<file path="config.mk">
export PLATFORM = sky130hd
export DESIGN_NAME = envelope_length_unit
export DESIGN_NICKNAME = d
export VERILOG_FILES = /design/src/rtl/envelope_length_unit.sv
export SDC_FILE = /design/constraint.sdc
export NUM_CORES = 1
export LEC_CHECK = 0
export ABC_AREA = 1
export BUFFER_PORTS_ARGS = -buffer_cell sky130_fd_sc_hd__buf_2
export CORE_MARGIN = 2
export CORE_UTILIZATION = 56
export CTS_CLUSTER_SIZE = 12
export DETAILED_ROUTE_END_ITERATION = 16
export HOLD_SLACK_MARGIN = 0.03
export PLACE_DENSITY = 0.79
export SETUP_SLACK_MARGIN = 0.4
export SYNTH_ARGS = -nofsm -noshare
export SYNTH_HDL_FRONTEND = slang
export SYNTH_SLANG_ARGS = --single-unit
export TNS_END_PERCENT = 20
</file>
<file path="constraint.sdc">
create_clock -name iClk -period 1.4 [get_ports iClk]
set_input_delay 0.07 -clock iClk [delete_from_list [all_inputs] [get_ports iClk]]
set_output_delay 0.07 -clock iClk [all_outputs]
set_load 0.1 [all_outputs]
</file>
<file path="src/rtl/envelope_length_unit.sv">
// envelope_length_unit
//   Per-channel volume envelope and length counter for a pulse/noise channel.
//   The quarter-frame strobe clocks the envelope divider/decay; the half-frame
//   strobe clocks the length counter. The mixer volume is muted whenever the
//   length counter has expired.
//
// Ports
//   iClk                 APU clock
//   iReset_n             synchronous active-low reset, clears all state
//   iEnvelope_linear_clk quarter-frame strobe (1 cycle)
//   iLength_sweep_clk    half-frame strobe (1 cycle)
//   iReg0_we             control register write (halt/loop, const, volume/period)
//   iReg3_we             length-load register write (restarts envelope)
//   iData                CPU write data
//   iChannel_enable      channel enable from the status register
//   oVolume              4-bit volume to the mixer
//   oLength_active       length counter is non-zero
//   oLength_count        current length count
//   oEnvelope_decay      current envelope decay level
module envelope_length_unit #(
    parameter int LENGTH_WIDTH = 8
) (
    input  logic                    iClk,
    input  logic                    iReset_n,
    input  logic                    iEnvelope_linear_clk,
    input  logic                    iLength_sweep_clk,
    input  logic                    iReg0_we,
    input  logic                    iReg3_we,
    input  logic [7:0]              iData,
    input  logic                    iChannel_enable,
    output logic [3:0]              oVolume,
    output logic                    oLength_active,
    output logic [LENGTH_WIDTH-1:0] oLength_count,
    output logic [3:0]              oEnvelope_decay
);

    logic                    haltFlag,    haltNext;
    logic                    constFlag,   constNext;
    logic [3:0]              volPeriod,   volPeriodNext;
    logic                    startFlag,   startNext;
    logic [3:0]              divider,     dividerNext;
    logic [3:0]              decay,       decayNext;
    logic [LENGTH_WIDTH-1:0] lengthCount, lengthNext;

    function automatic logic [7:0] lenTable(input logic [4:0] idx);
        case (idx)
            5'd0:  lenTable = 8'd10;   5'd1:  lenTable = 8'd254;
            5'd2:  lenTable = 8'd20;   5'd3:  lenTable = 8'd2;
            5'd4:  lenTable = 8'd40;   5'd5:  lenTable = 8'd4;
            5'd6:  lenTable = 8'd80;   5'd7:  lenTable = 8'd6;
            5'd8:  lenTable = 8'd160;  5'd9:  lenTable = 8'd8;
            5'd10: lenTable = 8'd60;   5'd11: lenTable = 8'd10;
            5'd12: lenTable = 8'd14;   5'd13: lenTable = 8'd12;
            5'd14: lenTable = 8'd26;   5'd15: lenTable = 8'd14;
            5'd16: lenTable = 8'd12;   5'd17: lenTable = 8'd16;
            5'd18: lenTable = 8'd24;   5'd19: lenTable = 8'd18;
            5'd20: lenTable = 8'd48;   5'd21: lenTable = 8'd20;
            5'd22: lenTable = 8'd96;   5'd23: lenTable = 8'd22;
            5'd24: lenTable = 8'd192;  5'd25: lenTable = 8'd24;
            5'd26: lenTable = 8'd72;   5'd27: lenTable = 8'd26;
            5'd28: lenTable = 8'd16;   5'd29: lenTable = 8'd28;
            5'd30: lenTable = 8'd32;   default: lenTable = 8'd30;
        endcase
    endfunction

    // Next-state logic. All strobe actions use the register values from before
    // this edge, so a reg0 write coinciding with a strobe takes effect afterwards.
    always_comb begin
        haltNext      = haltFlag;
        constNext     = constFlag;
        volPeriodNext = volPeriod;
        startNext     = startFlag;
        dividerNext   = divider;
        decayNext     = decay;
        lengthNext    = lengthCount;

        if (iReg0_we) begin
            haltNext      = iData[5];
            constNext     = iData[4];
            volPeriodNext = iData[3:0];
        end

        // A reg3 write together with a quarter strobe restarts at once, so
        // the start flag never gets left pending in that case.
        if (iEnvelope_linear_clk) begin
            if (startFlag || iReg3_we) begin
                startNext   = 1'b0;
                decayNext   = 4'd15;
                dividerNext = volPeriod;
            end else if (divider == 4'd0) begin
                dividerNext = volPeriod;
                if (decay != 4'd0) begin
                    decayNext = decay - 4'd1;
                end else if (haltFlag) begin
                    decayNext = 4'd15;
                end
            end else begin
                dividerNext = divider - 4'd1;
            end
        end else if (iReg3_we) begin
            startNext = 1'b1;
        end

        // Disable beats load, load beats decrement.
        if (!iChannel_enable) begin
            lengthNext = '0;
        end else if (iReg3_we) begin
            lengthNext = LENGTH_WIDTH'(lenTable(iData[7:3]));
        end else if (iLength_sweep_clk && (lengthCount != '0) && !haltFlag) begin
            lengthNext = lengthCount - LENGTH_WIDTH'(1);
        end
    end

    always_ff @(posedge iClk) begin
        if (!iReset_n) begin
            haltFlag    <= 1'b0;
            constFlag   <= 1'b0;
            volPeriod   <= 4'd0;
            startFlag   <= 1'b0;
            divider     <= 4'd0;
            decay       <= 4'd0;
            lengthCount <= '0;
        end else begin
            haltFlag    <= haltNext;
            constFlag   <= constNext;
            volPeriod   <= volPeriodNext;
            startFlag   <= startNext;
            divider     <= dividerNext;
            decay       <= decayNext;
            lengthCount <= lengthNext;
        end
    end

    assign oLength_active  = (lengthCount != '0);
    assign oLength_count   = lengthCount;
    assign oEnvelope_decay = decay;
    assign oVolume         = (lengthCount == '0) ? 4'd0 :
                             (constFlag ? volPeriod : decay);

endmodule
</file>
**Yosys cells after proc, flatten, opt, wreduce, memory -nomap -nowiden**

Memories as Yosys holds them, arrays and structs flattened.
Index checks and enable logic that the tools add are counted.

- Register bits: 23
- Memory bits (read-only): 224
- Input bits: 15
- Logic and storage cells: 40
- Memories: 1

Memory list:

| name | words | width | read ports | clocked after Yosys merged registers in | wr ports | line | source |
|---|---|---|---|---|---|---|---|
| (no name shown) | 32 | 7 | 1 | 0 | 0 | 46 | `case (idx)` |

- Add/sub/neg operators: 3
- Equality and inequality tests: 1
- Multiplexer cells: 13
- Reduce and logical (&&, ||, !) cells: 15

Operators by type and width:

| kind | number |
|---|---|
| $mux W4 | 8 |
| $mux W8 | 2 |
| $logic_not A8 Y1 | 1 |
| $reduce_bool A8 Y1 | 1 |
| $sub A4 B1 Y4 const B | 2 |
| $sub A8 B1 Y8 const B | 1 |
| $reduce_bool A2 Y1 | 3 |
| $logic_not A4 Y1 | 1 |
| $reduce_and A2 Y1 | 2 |
| $reduce_bool A4 Y1 | 1 |
| $mux W1 | 3 |
| $reduce_and A3 Y1 | 1 |
| $reduce_bool A3 Y1 | 1 |
| $logic_and A1 B1 Y1 | 2 |
| $ne A2 B1 Y1 const B | 1 |
| $logic_not A1 Y1 | 1 |
| $logic_or A1 B1 Y1 | 1 |

**Logic depth before layout (Yosys ltp)**

Gate-level depths: netlist (run 1).

- Depth after elaboration: 5
- Gate-level depth with buffers: 11

**Worst setup path after synthesis (run 1)**

No wires, ideal clock.

- Path type: reg2out
- Start point: register lengthCount[0] (netlist: oLength_count[0])
- End point: output oVolume[0]
- Arrival time: 3.232 ns
- Required time: 1.330 ns
- Path slack: -1.902 ns
- Stages on the path, launching flop included: 8
- Path through: dfxtp_1 -> inv_1 -> ha_1 -> nand2_1 -> nor2_4 -> nand2_4 -> inv_1 -> nor2_1

- Word-level cells in the longest chain between the ends: 2

Ends and longest elaborated chain:

| what | line | source |
|---|---|---|
| start, declared | 43 | `logic [LENGTH_WIDTH-1:0] lengthCount, lengthNext;` |
| start signal, assigned | 130 | `lengthCount <= lengthNext;` |
| $logic_not A8 Y1 | 137 | `assign oVolume = (lengthCount == '0) ? 4'd0 :` |
| $mux W4 | 137 |  |
| end, declared | 31 | `output logic [3:0] oVolume,` |

Every way passes these cells.

**Worst setup path after layout (run 1)**

- Start point: register lengthCount[0] (netlist: oLength_count[0])
- End point: output oVolume[1]

The elaborated chain is that of the path after synthesis.

==> results.tsv, run 1 <==
metric	value	unit
pwr-share-clk	0.131	
rows	20	
hp-start	iEnvelope_linear_clk	
violations	negative setup slack	
p_comb_frac	0.557	
seqPwrFrac	0.312	
path_cells	inv_4 -> ha_4 -> nand2_4 -> nor2_4 -> nand2_8 -> clkinvlp_4 -> nor2_4 -> buf_12	
clk_latency	320	ps
drt_iter0_markers	200	
syn_inst	283	
drv_cap	0	
ff2ff_path_depth	10	
syn_area_per_cell	6.34	µm²
ir_drop	0.688	mV
die_h	60.6	µm
fin_crit_sh	1.18	
die_w	60.6	µm
drt-total-wl	5.27	mm
track_usage	0.281	
fmax	607	MHz
slew_viol_final	0	
r2r_setup_slack	-240	ps
rsz0062_at_grt	yes	
gr-total-overflow	0	
p_switching	1210	µW
end_kind	primary output	
synth_cell_types	30	
internal_power	1300	µW
die-area	3680	µm²
fin_crit	1650	ps
r2r-start	oLength_count[0]	
antenna_cells	0	
skew	9.01	ps
worstHoldPathCells	3	
cts_buffers	3	
crit_family	buffers and inverters	
tritoncts	built	
layout.nets	347	
dp_cells	352	
cts-root-buf	clkbuf_4	
avgViaCountPerCell	5.44	
critPathBufInv	3	
final_cells	365	
grt_max_degree	15	
ys_warn_count	0	
port_buffers	31	
routedWlPerCell	14.4	µm
core	3050	µm²
cp_common_cell	nor2_4	
cp.required	1330	ps
area_growth	39.8	%
drt-pass1-iter-count	4	
start_util	0.588	
layout_setup_ws	-247	ps
place.gp.congestion	0.887	
synth_nets	308	
r2r-end	oLength_count[6]	
postRouteAntennaNets	0	
antenna_found_initial	0	
layout-drive-gt1-share	0.346	
grt_pass1_wl	7.83	mm
syn_area	1800	µm²
vias	1986	
critPathLaunchType	flop	
hold_ws	43.5	ps
finalSetupTns	-1900	ps
setup_violations	12	
clock-sinks	23	
crit_type	reg2out	
swShare	0.482	
powerDensity	998	nW/µm²
h-tree-depth	1	
status	finished, violations left	
relSlewSlack	0.753	
critPathArrivalTime	1580	ps
dp.final_hpwl	3.24	mm
ys_ff_latch	23	
cts_buffer_depth	2	
fill_cells	212	
final_area	2510	µm²
first_global_vias	1746	
cp_slowest_cell	dfxtp_4	
worstHoldPathType	in2reg	
p_leak	0.00117	µW
worst_pin_slew	369	ps
min_to	divider[0]	
clkTransAtPathRegs	150	ps
finalHoldViolCount	0	
seq_area_frac_synth	0.256	
fin_util	0.822	
critPathMaxStageDelay	380	ps
cp_max_fo	4	
post_dp_cell_area	2140	µm²
post-route-drc-count	0	
ios	32	
==> cells by family (layout without fill, tap and decap cells) <==
group / after synthesis / after routing / share of synthesized area
AOI/OAI and AO/OA: 43 / 43 / 0.124
and+or+nand+nor: 159 / 159 / 0.424
adders and majority gates: 10 / 10 / 0.0697
DFF: 23 / 23 / 0.256
buffers and inverters: 45 / 83 / 0.111
xor gates and xnor gates: 3 / 3 / 0.0146
==> flip-flops by register name, indices dropped and copies added, names as in the netlist <==
register	flops
haltFlag	1
constFlag	1
oLength_count	8
divider	4
oEnvelope_decay	4
volPeriod	4
startFlag	1
==> layout make-up <==
| class | count | area, µm² | share of cell area |
|---|---|---|---|
| Clock inverter | 1 | 5.00 | 0.00199 |
| Multi-Input combinational cell | 215 | 1290 | 0.516 |
| Sequential cell | 23 | 500 | 0.199 |
| Timing Repair Buffer | 41 | 465 | 0.185 |
| Clock buffer | 3 | 22.5 | 0.00897 |
| Tap cell | 44 | 55.1 | 0.0219 |
| Inverter | 38 | 166 | 0.0663 |
==> layer usage <==
metal / wire, µm / share of wire / global-route usage
met1: 2250 / 0.43 / 0.387
met2: 2630 / 0.50 / 0.461
met3: 279 / 0.053 / 0.0405
met4: 104 / 0.020 / 0.0745
met5: 0 / 0 / 0
==> placed cells by master, fill, tap and decap left out, types with 2 or more instances in the layout <==
| master | n |
|---|---|
| nand2_1 | 62 |
| nor2_1 | 36 |
| nand3_1 | 30 |
| inv_1 | 21 |
| a21oi_1 | 15 |
| buf_2 | 14 |
| buf_12 | 14 |
| o21ai_0 | 10 |
| inv_2 | 9 |
| o21ai_1 | 9 |
| dfxtp_1 | 9 |
| dfxtp_4 | 9 |
| nor2_4 | 8 |
| buf_4 | 8 |
| ha_1 | 7 |
| inv_4 | 5 |
| nand2_4 | 5 |
| dfxtp_2 | 5 |
| nand2_2 | 4 |
| o21ai_2 | 4 |
| dlygate4sd3_1 | 4 |
| nand2_8 | 3 |
| a21oi_2 | 3 |
| ha_4 | 3 |
| clkbuf_4 | 3 |
| nand3_4 | 2 |
| xor2_1 | 2 |
| nor2_2 | 2 |
==> power by group through the flow <==
stage	combinational [µW]	sequential [µW]	clock, µW
3_3_place_gp	1140	767	0
5_1_grt	1480	785	367
4_1_cts	1290	767	332
3_5_place_dp	1150	769	0
2_1_floorplan	694	975	0
6_report	1390	780	329
==> stage by stage <==
stage | setup WS [ps] | total power [µW]
2_1_floorplan | -516 | 1670
3_3_place_gp | 40.3 | 1910
3_5_place_dp | 13.6 | 1920
4_1_cts | -269 | 2390
5_1_grt | -341 | 2630
6_report | -247 | 2500
==> tightest hold or removal path: stages <==
cell and delay [ps]:
buf_2 140, nand3_1 80, o21ai_1 50
==> Yosys cell counts <==
master / count / share of area
nand2_1: 65 / 0.14
nor2_1: 41 / 0.086
nand3_1: 32 / 0.089
inv_1: 29 / 0.061
dfxtp_1: 23 / 0.26
a21oi_1: 18 / 0.050
o21ai_0: 17 / 0.047
ha_1: 10 / 0.070
inv_2: 6 / 0.013
o21ai_1: 6 / 0.017
nand2_4: 4 / 0.025
nand2_2: 3 / 0.010
nor2_4: 3 / 0.019
xor2_1: 3 / 0.015
buf_2: 2 / 0.0056
buf_6: 2 / 0.013
clkbuf_1: 2 / 0.0042
nand2_8: 2 / 0.022
nor2_2: 2 / 0.0070
nor3_1: 2 / 0.0056
or2_2: 2 / 0.0070
a21boi_2: 1 / 0.0063
buf_4: 1 / 0.0042
clkinv_1: 1 / 0.0021
inv_4: 1 / 0.0035
inv_8: 1 / 0.0063
nand3_4: 1 / 0.0098
nand4_1: 1 / 0.0035
o22ai_1: 1 / 0.0035
or2_0: 1 / 0.0035
==> worst max path at each step <==
stage                           startpoint               end  slack [ps]  depth (start not counted)
after floorplan           oLength_count[1]        oVolume[0]        -520                          7
after global placement    oLength_count[0]        oVolume[0]          40                          8
after detailed placement  oLength_count[0]        oVolume[0]          10                          8
after CTS                 oLength_count[0]        oVolume[1]        -270                          8
after global routing      oLength_count[0]  oLength_count[6]        -340                         10
final                     oLength_count[0]        oVolume[1]        -250                          8
==> timing repair <==
action	4_1_cts	5_1_grt
pin swaps	17	21
gates resized for setup	56	28
endpoints found under the hold margin	5	0
setup buffers	5	0
endpoints found under the setup margin	33	33
hold buffers	4	0
No activity file was read; power rests on OpenSTA's default activity.
==> inputs of run 2 (changes only) <==
Settings changed: BUFFER_PORTS_ARGS -buffer_cell sky130_fd_sc_hd__buf_2 to unset, CORE_UTILIZATION 56 to 63, DONT_BUFFER_PORTS set to 1, MAX_ROUTING_LAYER set to met4, PLACE_DENSITY 0.79 to 0.78.
==> run 2 against run 1 <==
  * The run still ends with negative setup slack left
  * Via count up 8.5%
  * Count of clock-buffer cells in the layout unchanged
  * Cell count fell by 4.9%
  * Sequential share of layout area fell by 0.37 points
  * Sequential power hardly changed
  * Final area grew 1.1%
  * Clock skew down 2.5 ps
  * Highest routed layer unchanged
  * Routed wire length rose by 22%
==> results.tsv, run 2 (same netlist as run 1, synthesis figures left out) <==
metric	value	unit	change
grt_pass1_wl	8.38	mm	+7.0%
status	finished, violations left		
place.gp.congestion	0.945		+6.5%
area_growth	41.4	%	
drt-total-wl	6.45	mm	+22%
fin_util	0.929		+0.106
r2r-end	oLength_count[7]		
ff2ff_path_depth	13		+3
first_global_vias	1862		+6.6%
drv_cap	0		unchanged
die_w	57.4	µm	-5.3%
final_area	2540	µm²	+1.1%
h-tree-depth	1		unchanged
track_usage	0.330		+0.0491
fin_crit_sh	1.22		+0.0472
cp.required	1330	ps	about the same
cp_max_fo	4		unchanged
cp_slowest_cell	dfxtp_4		
setup_violations	13		+1
path_cells	inv_4 -> ha_4 -> nand2_4 -> nor2_4 -> nand2_8 -> clkinvlp_4 -> nor2_4 -> buf_12		
p_leak	0.00117	µW	+0.48%
ios	32		unchanged
dp.final_hpwl	3.02	mm	-6.9%
rows	19		-5.0%
die-area	3290	µm²	-10%
dp_cells	326		-7.4%
die_h	57.4	µm	-5.3%
drt-pass1-iter-count	7		+3
powerDensity	1030	nW/µm²	+3.0%
final_cell_mix	nand2_1, nor2_1, nand3_1		
fin_crit	1710	ps	+66.1 ps
avgViaCountPerCell	6.21		+14%
clkTransAtPathRegs	150	ps	about the same
critPathMaxStageDelay	390	ps	about the same
routedWlPerCell	18.6	µm	+29%
final_cells	347		-4.9%
clock-sinks	23		unchanged
start_util	0.657		+0.0686
rsz0062_at_grt	yes		
cts_buffer_depth	2		unchanged
critPathArrivalTime	1640	ps	+60 ps
worstHoldPathType	in2reg		
tritoncts	built		
cts_buffers	3		unchanged
antenna_found_initial	0		unchanged
fill_cells	100		-53%
r2r-start	oLength_count[0]		
slew_viol_final	0		unchanged
cts-root-buf	clkbuf_4		
drt_iter0_markers	224		+12%
vias	2154		+8.5%
relSlewSlack	0.635		-0.118
finalHoldViolCount	0		unchanged
crit_type	reg2out		
antenna_cells	0		unchanged
core	2730	µm²	-10%
largest_reg_flops	8		unchanged
r2r_setup_slack	-280	ps	-40 ps
critPathLaunchType	flop		
cp_common_cell	nor2_4		
port_buffers	0		-100%
post_dp_cell_area	2070	µm²	-2.9%
skew	6.51	ps	-2.50 ps
end_kind	primary output		
violations	negative setup slack		
layout-drive-gt1-share	0.326		-0.0198
layout_commonest_cell	nand2_1		
worst_pin_slew	547	ps	+179 ps
hp-start	iData[7]		
min_to	oLength_count[3]		
clk_latency	330	ps	about the same
ir_drop	1.09	mV	+59%
layout.nets	342		-1.4%
post-route-drc-count	0		unchanged
layout_setup_ws	-313	ps	-66.1 ps
grt_max_degree	15		unchanged
gr-total-overflow	0		unchanged
postRouteAntennaNets	0		unchanged
fmax	584	MHz	-3.9%
worstHoldPathCells	5		+2
[run 2: cell types whose count changed in the layout (fill, tap and decap cells not counted), moves of 2 or more]
cell	before	now
dlymetal6s4s_1	0	2
nand2_2	4	6
nand2_1	62	60
buf_2	14	0
nor2_1	36	34
dlygate4sd3_1	4	9
[run 2: final cells by class]
cell class	instances	area, µm²	share of cell area
Sequential cell	23	497	0.196
Multi-Input combinational cell	215	1310	0.517
Tap cell	31	38.8	0.0153
Inverter	38	166	0.0655
Timing Repair Buffer	36	497	0.196
Clock inverter	1	5.00	0.00197
Clock buffer	3	22.5	0.00887
[run 2: stage by stage]
stage	power [µW]	setup TNS [ps]	hold WS, ps	worst slack, ps
2_1_floorplan	1670	-3750	205	-516
3_3_place_gp	1860	0	161	67.6
3_5_place_dp	1870	0	164	58.6
4_1_cts	2360	-1120	48.1	-252
5_1_grt	2680	-3360	80.1	-331
6_report	2610	-3030	35.8	-313
[run 2: timing repair]
action,CTS,global route
pin swaps,17,21
hold endpoints to repair,23,0
resized for setup,47,31
hold buffers,11,0
setup buffers,3,3
setup endpoints to repair,33,34
[run 2: metal layers]
metal | vias up | part of all wire | global-route usage
li1 | 968 | - | -
met1 | 971 | 0.36 | 0.422
met2 | 177 | 0.50 | 0.534
met3 | 38 | 0.10 | 0.0658
met4 | 0 | 0.040 | 0.0797
met5 | - | 0 | -
[run 2: report_power, final]
part,switching [µW],total [µW],internal (µW)
combinational,967,1490,522
clock,232,339,107
sequential,72.4,780,708
total,1270,2610,1340
[run 2: worst max path at each step]
stage | startpoint | endpoint | slack, ps | cells past startpoint
2_1_floorplan | oLength_count[1] | oVolume[0] | -520 | 7
3_3_place_gp | oLength_count[0] | oLength_count[6] | 70 | 9
3_5_place_dp | oLength_count[1] | oVolume[0] | 60 | 8
4_1_cts | oLength_count[1] | oVolume[1] | -250 | 8
5_1_grt | oLength_count[0] | oVolume[2] | -330 | 8
6_report | oLength_count[0] | oVolume[2] | -310 | 8
[run 2: worst max-delay path, delay by kind of cell (launching register included)]
family | cells | cell delay (ps)
adder cells (fa/ha/maj) | 1 | 160
AND/OR/NAND/NOR | 4 | 350
flip-flops | 1 | 390
buffers and inverters | 3 | 410
==> inputs of run 3 (changes only) <==
Settings changed: ABC_AREA 1 to unset.
==> run 3 against run 2 <==
  * The flow now stops in clock tree synthesis (4_1_cts)
  * Synthesized area decreased by 8.6%
  * Synthesized cell count down 28%
==> results.tsv, run 3 <==
metric	value	unit	change
status	aborted with a tool error		
lastStage	clock tree synthesis (4_1_cts)		
error_message	[ERROR DPL-0033] detailed placement checks failed during check placement.		
h-tree-depth	1		unchanged
cts_buffers	3		unchanged
synth_enable_flop_cells	0		unchanged
hold_buffers	12		+1
ios	32		unchanged
synth_top_flop_cell	dfxtp_1		
synth_area_leaders	dfxtp_1, mux2i_1, ha_1		
cts_resized	24		-49%
port_buffers	0		unchanged
synth_nets	230		-25%
syn_area_per_cell	8.00	µm²	+26%
seq_area_frac_synth	0.281		+0.0243
cts_buffer_depth	2		unchanged
die_h	55.0	µm	-4.1%
synth_top_area_share	0.281		+0.0243
dp.final_hpwl	3.74	mm	+24%
start_util	0.662		+0.00537
synthArstFlopShare	0		unchanged
ys_ff_latch	23		unchanged
rows	18		-1
syn_area	1640	µm²	-8.6%
clock-sinks	23		unchanged
place.gp.congestion	0.857		-9.3%
synth_commonest_cells	dfxtp_1, nor2_1, nand2_1		
synth_cell_types	44		+47%
syn_inst	205		-28%
post_cts_buffers	3		unchanged
synth_area_leader_cell	dfxtp_1		
ys_warn_count	0		unchanged
cts-root-buf	clkbuf_4		
die_w	55.0	µm	-4.1%
run 3: cell families after synthesis:
logic type / after synthesis / share of synthesized area
mux: 17 / 0.115
fa+ha+maj: 10 / 0.0763
buf+inv: 26 / 0.0595
compound gates: 46 / 0.205
xor+xnor: 2 / 0.0107
flops: 23 / 0.281
simple gates: 81 / 0.252
run 3: metrics by stage:
| stage | hold WS (ps) | cells | setup TNS, ps | setup WS [ps] | cell area, µm² |
|---|---|---|---|---|---|
| after floorplan | 217 | 205 | -9030 | -715 | 1760 |
| after global placement | 145 | 269 | -5380 | -536 | 2170 |
| after detailed placement | 148 | 269 | -6650 | -627 | 2170 |
==> inputs of run 4 (changes only) <==
Settings changed: CORE_UTILIZATION 63 to 40, CTS_CLUSTER_SIZE 12 to unset, HOLD_SLACK_MARGIN 0.03 to unset, MAX_ROUTING_LAYER met4 to unset, PLACE_DENSITY 0.78 to unset, PLACE_DENSITY_LB_ADDON set to 0.15, SETUP_SLACK_MARGIN 0.4 to unset.
==> run 4 against run 3 <==
  * The flow now finishes, with violations (negative setup slack)
  * Synthesized area is the same
  * Synthesized cell count is the same
==> results.tsv, run 4 <==
metric	value	unit	change
die_h	68.0	µm	+24%
tritoncts	built		
fmax	484	MHz	
path_cells	inv_4 -> ha_4 -> or4b_4 -> buf_6 -> nor4_4 -> buf_12 -> nor2_4 -> buf_12		
largest_reg_flops	8		
cts_buffer_depth	2		unchanged
layout_setup_ws	-667	ps	
drt-pass1-iter-count	4		
h-tree-depth	1		unchanged
crit_family	simple AND/OR/NAND/NOR gates		
cp.required	1330	ps	
r2r_setup_slack	-620	ps	
cp_max_fo	5		
critPathMaxStageDelay	480	ps	
layout-drive-gt1-share	0.360		
die-area	4630	µm²	
ys_warn_count	0		unchanged
cts_buffers	3		unchanged
synth_cell_types	44		unchanged
r2r-end	oLength_count[1]		
clkTransAtPathRegs	80	ps	
post-route-drc-count	0		
final_cells	311		
avgViaCountPerCell	5.45		
track_usage	0.235		
rsz0062_at_grt	yes		
place_ws	-603	ps	+23.4 ps
routedWlPerCell	15.2	µm	
clock-sinks	23		unchanged
start_util	0.413		-0.249
cp_slowest_cell	or4b_4		
synth_top_area_share	0.281		unchanged
relSlewSlack	0.721		
final_cell_mix	buf_4, nand2_1, nor2_1		
seq_area	479	µm²	
synth_commonest_cells	dfxtp_1, nor2_1, nand2_1		
grt_max_degree	20		
fill_cells	356		
clk_latency	270	ps	
path_depth	8		
syn_inst	205		unchanged
layout.nets	287		
worstHoldPathType	in2reg		
core	3970	µm²	
fin_crit	2070	ps	
finalHoldViolCount	0		
status	finished, violations left		
end_kind	primary output		
hold_ws	1.32	ps	
dp.final_hpwl	3.47	mm	-7.3%
drt-total-wl	4.72	mm	
synth_enable_flop_cells	0		unchanged
syn_area	1640	µm²	unchanged
area_growth	48.9	%	
synth_area_leaders	dfxtp_1, mux2i_1, ha_1		
layout_commonest_cell	buf_4		
ys_ff_latch	23		unchanged
seq_area_frac_synth	0.281		unchanged
critPathLaunchType	flop		
synthArstFlopShare	0		unchanged
drt_iter0_markers	85		
cp_common_cell	buf_12		
worst_pin_slew	414	ps	
first_global_vias	1719		
dp_cells	291		+8.2%
synth_area_leader_cell	dfxtp_1		
rows	23		+5
worstSetupStartpoint	oLength_count[0]		
synth_nets	230		unchanged
cts-root-buf	clkbuf_8		
synth_top_flop_cell	dfxtp_1		
drv_cap	0		
gr-total-overflow	0		
syn_area_per_cell	8.00	µm²	unchanged
critPathBufInv	4		
ios	32		unchanged
fin_crit_sh	1.48		
antenna_found_initial	0		
p_leak	0.00104	µW	
endpoint	oVolume[0]		
powerDensity	969	nW/µm²	
postRouteAntennaNets	0		
multiInputGateArea	1200	µm²	
place.gp.congestion	0.805		-6.0%
vias	1696		
fin_util	0.615		
ff2ff_path_depth	8		
skew	10.1	ps	
setup_violations	18		
critPathArrivalTime	2000	ps	
ir_drop	0.487	mV	
slew_viol_final	0		
grt_pass1_wl	8.22	mm	
r2r-start	oLength_count[0]		
crit_type	reg2out		
die_w	68.0	µm	+24%
violations	negative setup slack		
port_buffers	0		unchanged
antenna_cells	0		
## run 4: cell counts after synthesis
Identical to the previous run, type by type.
## run 4: cell type report
| type | count | share of cell area |
|---|---|---|
| Clock buffer | 3 | 0.0169 |
| Clock inverter | 1 | 0.00256 |
| Inverter | 14 | 0.0236 |
| Multi-Input combinational cell | 156 | 0.493 |
| Sequential cell | 23 | 0.196 |
| Tap cell | 50 | 0.0256 |
| Timing Repair Buffer | 64 | 0.242 |
## run 4: repair_timing
action | CTS | global route
setup buffers | 2 | 1
setup endpoints to repair | 21 | 22
hold endpoints to repair | 15 | 0
gates resized for setup | 17 | 8
pin swaps | 4 | 1
hold buffers | 13 | 0
## run 4: worst min path at each step
| stage | startpoint | to | slack (ps) | cells past startpoint |
|---|---|---|---|---|
| floorplan | iData[1] | volPeriod[1] | 220 | 2 |
| global placement | iReg3_we | oLength_count[0] | 150 | 1 |
| detailed placement | iReg3_we | oLength_count[0] | 150 | 1 |
| CTS | iReg3_we | oLength_count[1] | 5 | 2 |
| global route | iReg3_we | oLength_count[1] | 5 | 2 |
| finish | iReg3_we | oLength_count[4] | 1 | 2 |
## run 4: through the flow
stage | TNS (ps) | instance area [µm²] | power, µW
after floorplan | -10340 | 1720 | 1500
final | -8040 | 2440 | 2370
after CTS | -7750 | 2400 | 2340
after global routing | -9320 | 2440 | 2480
after global placement | -6040 | 2170 | 1800
after detailed placement | -6670 | 2170 | 1820
## run 4: cell families after synthesis
family                   after synthesis  share of synthesized area
adder cells (fa/ha/maj)               10                     0.0763
XOR/XNOR                               2                     0.0107
flip-flops                            23                      0.281
buffers and inverters                 26                     0.0595
multiplexers                          17                      0.115
AO/OA/AOI/OAI                         46                      0.205
AND/OR/NAND/NOR                       81                      0.252
## run 4: report_power, final
part | internal (µW) | switching, µW
logic | 487 | 698
clock network | 203 | 237
registers | 703 | 39.8
total | 1390 | 974
## run 4: worst register-to-register path, stage by stage, from the launching register on
cell	delay, ps
dfxtp_4	360
inv_4	60
ha_4	110
or4b_4	480
o41ai_4	200
buf_4	190
mux2_4	300
o21ai_1	100
nor2b_1	140
## run 4: per-layer routing
layer / routed length, µm / up-vias / share of wire / track usage
li1: - / 846 / - / -
met1: 2140 / 811 / 0.45 / 0.307
met4: 47 / 0 / 0.010 / 0.0550
met3: 223 / 6 / 0.047 / 0.0378
met2: 2300 / 33 / 0.49 / 0.404
met5: 0 / - / 0 / 0
